<file path="config.mk">
export PLATFORM = sky130hd
export DESIGN_NAME = demux_reg
export DESIGN_NICKNAME = d
export VERILOG_FILES = /design/src/rtl/demux_reg.sv
export SDC_FILE = /design/constraint.sdc
export NUM_CORES = 1
export LEC_CHECK = 0
export CORE_MARGIN = 2
export CORE_UTILIZATION = 43
export DETAILED_ROUTE_END_ITERATION = 12
export PLACE_DENSITY = 0.86
export REMOVE_ABC_BUFFERS = 1
export SYNTH_ARGS = -nofsm -noshare
export SYNTH_HDL_FRONTEND = slang
export SYNTH_SLANG_ARGS = --single-unit
</file>
<file path="constraint.sdc">
create_clock -name clk -period 1.6 [get_ports clk]
set_input_delay 0.24 -clock clk [delete_from_list [all_inputs] [get_ports clk]]
set_output_delay 0.24 -clock clk [all_outputs]
set_load 0.03 [all_outputs]
</file>
<file path="src/rtl/demux_reg.sv">
// demux_reg: registered 1:2 demultiplexer with per-channel handshake and delivered-word counters
module demux_reg #(
  parameter int Width    = 1,
  parameter int CntWidth = 8
) (
  input  logic                clk,
  input  logic                rst_n,
  input  logic [Width-1:0]    in_data,
  input  logic                in_sel,
  input  logic                in_valid,
  output logic                in_ready,
  output logic [Width-1:0]    a_data,
  output logic                a_valid,
  input  logic                a_ready,
  output logic [Width-1:0]    b_data,
  output logic                b_valid,
  input  logic                b_ready,
  output logic [CntWidth-1:0] a_count,
  output logic [CntWidth-1:0] b_count
);
  logic a_load, b_load, a_take, b_take;
  always_comb begin
    in_ready = in_sel ? (~b_valid | b_ready) : (~a_valid | a_ready);
    a_load   = in_valid & in_ready & ~in_sel;
    b_load   = in_valid & in_ready & in_sel;
    a_take   = a_valid & a_ready;
    b_take   = b_valid & b_ready;
  end
  always_ff @(posedge clk or negedge rst_n) begin
    if (!rst_n) begin
      a_data  <= '0;
      b_data  <= '0;
      a_valid <= 1'b0;
      b_valid <= 1'b0;
      a_count <= '0;
      b_count <= '0;
    end else begin
      a_data  <= a_load ? in_data : a_data;
      b_data  <= b_load ? in_data : b_data;
      a_valid <= a_load | (a_valid & ~a_ready);
      b_valid <= b_load | (b_valid & ~b_ready);
      a_count <= a_count + CntWidth'(a_take);
      b_count <= b_count + CntWidth'(b_take);
    end
  end
endmodule
</file>
# Word level (Yosys, flattened, before mapping)
# Cells that the tools add are included.
[word_totals]
ff_bits = 20
latchBits = 0
ram_bits = 0
romBits = 0
input_bits = 7
output_inout_bits = 21
word_cells = 25
memories = 0
[classes]
add_sub_neg = 2
multipliers = 0
div = 0
order_cmp = 0
eq_ne = 0
shifts = 0
muxes = 1
bitwise = 16
n_reduce_logical = 0
[op_table]
columns = ["operator", "n"]
rows = [
  ["$add A8 B1 Y8", 2],
  ["$and A1 B1 Y1", 7],
  ["$not A1 Y1", 5],
  ["$or A1 B1 Y1", 4],
  ["$mux W1", 1],
]

# Logic depth before layout (Yosys ltp)
# Gate-level depths: netlist (run 1).
[depth]
depth_word = 6
mapped_depth = 5
depth_no_buf = 5

# Worst setup path before layout (run 1)
# Ideal clock, no wire load.
[synth_timing]
kind = "flip-flop to flip-flop"
start = "register b_valid"
end = "register b_count[4]"
setup_time_ns = 0.134
t_arrival_ns = 1.300
t_required_ns = 1.466
slack_ns = 0.167
path_stages_with_launch = 6
path_buffers = 0
period_less_slack_ns = 1.433
path_cell_list = "dfrtp_1 -> and2_1 -> ha_1 -> ha_1 -> nand3_1 -> xnor2_1"
[synth_via]
elab_chain_cells = 2
[synth_lines]
columns = ["item", "line", "text"]
rows = [
  ["start: declaration", "16", "output logic b_valid,"],
  ["start signal: assignment", "41", "b_valid <= b_load | (b_valid & ~b_ready);"],
  ["$and A1 B1 Y1", "27", "b_take = b_valid & b_ready;"],
  ["$add A8 B1 Y8", "43", "b_count <= b_count + CntWidth'(b_take);"],
  ["end signal: assignment", "43", ""],
  ["end: declaration", "19", "output logic [CntWidth-1:0] b_count"],
]
# No other way between the ends.
# A chain may end at the register's enable or synchronous reset.

# Worst setup path in the final report (run 1)
[layout_timing]
start = "input b_ready"
end = "output in_ready"
[layout_via]
elab_chain_cells = 2
[layout_lines]
columns = ["item", "line", "text"]
rows = [
  ["start: declaration", "17", "input logic b_ready,"],
  ["$or A1 B1 Y1", "23", "in_ready = in_sel ? (~b_valid | b_ready) : (~a_valid | a_ready);"],
  ["$mux W1", "23", ""],
  ["end: declaration", "11", "output logic in_ready,"],
]
# No other way between the ends.

==> flow_summary.yaml, run 1 <==
synthesis:
  ys_ff_latch: 20
  netlist_top_cells_count: "dfrtp_1 (20), nand3_1 (11), xnor2_1 (10)"
  synth_area_um2: 831
  ys_types: 15
  synth-simple-area-share_pct: 16.0
  synth_mux_area_share_pct: 4.07
  synth_top_family_by_area: "simple AND/OR/NAND/NOR gates"
  seq_area_frac_synth_pct: 60.2
  synth_xor_area_share_pct: 12.7
  yosysTopAreaCell: "dfrtp_1"
  avgSynthCellArea_um2: 13.2
  ys_warn_count: 0
  synth_top_area_share_pct: 60.2
  synth-compound-area-share_pct: 0.602
  synth_fa_ha_area_share_pct: 6.02
  syn_inst: 63
  synth_edf_count: 0
  ys.flop_type: "dfrtp_1"
  yosysMostFrequentCell: "dfrtp_1"
  synthTopCellsByArea: "dfrtp_1 (60%), xnor2_1 (11%), nand3_1 (6.6%), ha_1 (6.0%), mux2_2 (4.1%)"
  ys_async_sr_fraction_pct: 100
pwr:
  pwr-share-clk_pct: 21.2
  p_switching_mw: 0.742
  power_mw: 1.92
  leakage_nw: 0.625
  comb_power_share_pct: 37.1
  sw_frac_of_total_pct: 38.6
  intPower_mw: 1.18
  seqPwrFrac_pct: 41.6
  ir_drop_mv: 0.989
  p_per_area_nw_per_um2: 1590
grt:
  met1_usage_pct: 23.0
  grt_use_total_pct: 17.9
  grt_overflow: 0
  top_usage_layer: "met2"
  antenna_found_initial: 0
  grt_max_degree: 21
  grt_pass1_vias: 655
  use_met2_pct: 29.1
  grt_pass1_wl_mm: 2.79
  grtUsageMet3_pct: 3.77
cts:
  h-tree-depth: 1
  clockRootBuffer: "clkbuf_4"
  clk_path_buf_depth: 2
  tritoncts: "yes"
  clk_pin_slew_ns: 0.12
  worstSkewPairLatency_ns: 0.30
  ctsHoldBuffers: 0
  cts_made_buffers: 3
  post_cts_buffers: 0
  cts.sinks: 20
layout:
  nNetsFinal: 112
  area_growth_pct: 45.8
  drive_gt1_share_pct: 17.0
  diodes: 0
worst_setup_path:
  endpoint_kind: "output pin"
  critPathTopFamily: "buffers and inverters"
  slowest_delay_ns: 0.41
  worst-path-stages: 4
  reg2reg_depth: 5
  crit_arrival_ns: 1.26
  path_max_fanout: 2
  crit_chain: "clkdlybuf4s50_1, nand2b_2, mux2_2, buf_2"
  slowest_stage: "clkdlybuf4s50_1"
  path_buf_inv: 2
  crit_path_start_kind: "input port"
  required_ns: 1.36
  crit_type: "input port to output pin"
route:
  num_vias: 600
  via_per_inst: 4.80
  drc: 0
  drtAntennaViolNets: 0
  drtIter0Drc: 7
  routedWlPerCell_um: 12.6
  drt_first_pass_iters: 3
  postRouteWirelength_mm: 1.57
sta:
  drv_slew: 0
  period_share_pct: 93.9
  fin_crit_ns: 1.50
  hold_viol: 0
  tightest_slew_ns: 0.324
  layout_setup_ws_ns: 0.0968
  rsz0062_at_grt: "no"
  finalSetupTns_ns: 0
  skew_ns: 0.0137
  relSlewSlack_pct: 78.4
  fmax_mhz: 665
  setup_viol: 0
die:
  start_util_pct: 47.1
  die_area_um2: 2300
  pin_count: 28
  coreArea_um2: 1760
  die_w_um: 48.0
  rows: 15
  die_h_um: 48.0
job:
  maxCapViolCount: 0
placed_design:
  dp_hpwl_mm: 1.23
  gp_congestion: 0.723
  io_buffers: 27
  pre_cts_ws_ns: -0.320
run_status:
  run_status: "finished, final reports clean"
hold_path:
  hp-class: "input port to async pin"
## layer usage
| metal | share of wire (%) | vias up |
|---|---|---|
| met2 | 54 | 18 |
| met4 | 0.76 | 0 |
| met3 | 4.8 | 2 |
| met1 | 41 | 289 |
| li1 | - | 291 |
| met5 | 0 | - |
## logic make-up (layout without fill, tap and decap cells)
group,Yosys count,count (layout)
buffers and inverters,1,38
DFF,20,20
adders and majority gates,4,4
xor gates and xnor gates,12,12
muxes,3,3
AOI/OAI and AO/OA,1,1
and+or+nand+nor,22,22
## final cells by class
| type | instances | area [um2] |
|---|---|---|
| Fill cell | 151 | 553 |
| Timing Repair Buffer | 33 | 297 |
| Multi-Input combinational cell | 42 | 327 |
| Sequential cell | 20 | 500 |
| Clock inverter | 1 | 30.0 |
| Clock buffer | 3 | 22.5 |
| Inverter | 1 | 3.75 |
| Tap cell | 25 | 31.3 |
## layout by cell type, fill, tap and decap left out, drive strengths merged
| master | synthesis | layout |
|---|---|---|
| xnor2 | 10 | 10 |
| dfrtp | 20 | 20 |
| buf | 0 | 7 |
| dlymetal6s2s | 0 | 3 |
| inv | 1 | 1 |
| o21ai | 1 | 1 |
| mux2 | 3 | 3 |
| xor2 | 2 | 2 |
| and2 | 2 | 2 |
| bufinv | 0 | 1 |
| dlygate4sd2 | 0 | 17 |
| clkbuf | 0 | 3 |
| nand3b | 1 | 1 |
| clkdlybuf4s50 | 0 | 6 |
| nand3 | 11 | 11 |
| and3 | 4 | 4 |
| ha | 4 | 4 |
| nand2 | 2 | 2 |
| nand2b | 2 | 2 |
## power groups by stage
stage	clock network (mW)	registers, mW	logic (mW)
after floorplan	0	1.09	0.145
after global placement	0	0.807	0.801
after detailed placement	0	0.814	0.817
after CTS	0.422	0.801	0.731
after global routing	0.438	0.826	0.769
final	0.408	0.800	0.713
## worst paths after layout
| path | to | startpoint | slack [ns] |
|---|---|---|---|
| max in group asynchronous | b_count[2] | rst_n | 1.13 |
| worst max register to register | b_count[6] | b_valid | 0.28 |
| worst max-delay path | in_ready | b_ready | 0.1 |
| min in group clk | b_count[7] | b_count[7] | 0.47 |
| worst min-delay path | a_count[6] | rst_n | 0.25 |
| worst min register to register | b_count[7] | b_count[7] | 0.47 |
## stage by stage
stage	hold slack, ns	area [um2]	utilization, %	instances
5_1_grt	0.287	1210	68.7	125
4_1_cts	0.252	1210	68.6	125
6_report	0.251	1210	68.7	125
2_1_floorplan	-0.0556	831	-	63
3_3_place_gp	0.459	1180	66.7	121
3_5_place_dp	0.463	1180	66.7	121
## state kept, by name, summed over array words and instances (netlist names)
register,cells
a_data,1
b_count,8
a_valid,1
a_count,8
b_data,1
b_valid,1
## what timing repair did
item | CTS | global route
gates cloned | 0 | 0
setup endpoints to repair | 18 | 4
gates resized for setup | 20 | 5
Note: power is estimated with default switching activity, not from simulation.
==> inputs of run 2 (changes only) <==
--- a/config.mk
+++ b/config.mk
@@ -10,6 +10,7 @@
 export DETAILED_ROUTE_END_ITERATION = 12
 export PLACE_DENSITY = 0.86
 export REMOVE_ABC_BUFFERS = 1
+export SLEW_MARGIN = 20
 export SYNTH_ARGS = -nofsm -noshare
 export SYNTH_HDL_FRONTEND = slang
 export SYNTH_SLANG_ARGS = --single-unit
==> results of run 2 <==
The final DEF is identical to that of run 1; final timing and power are the same.
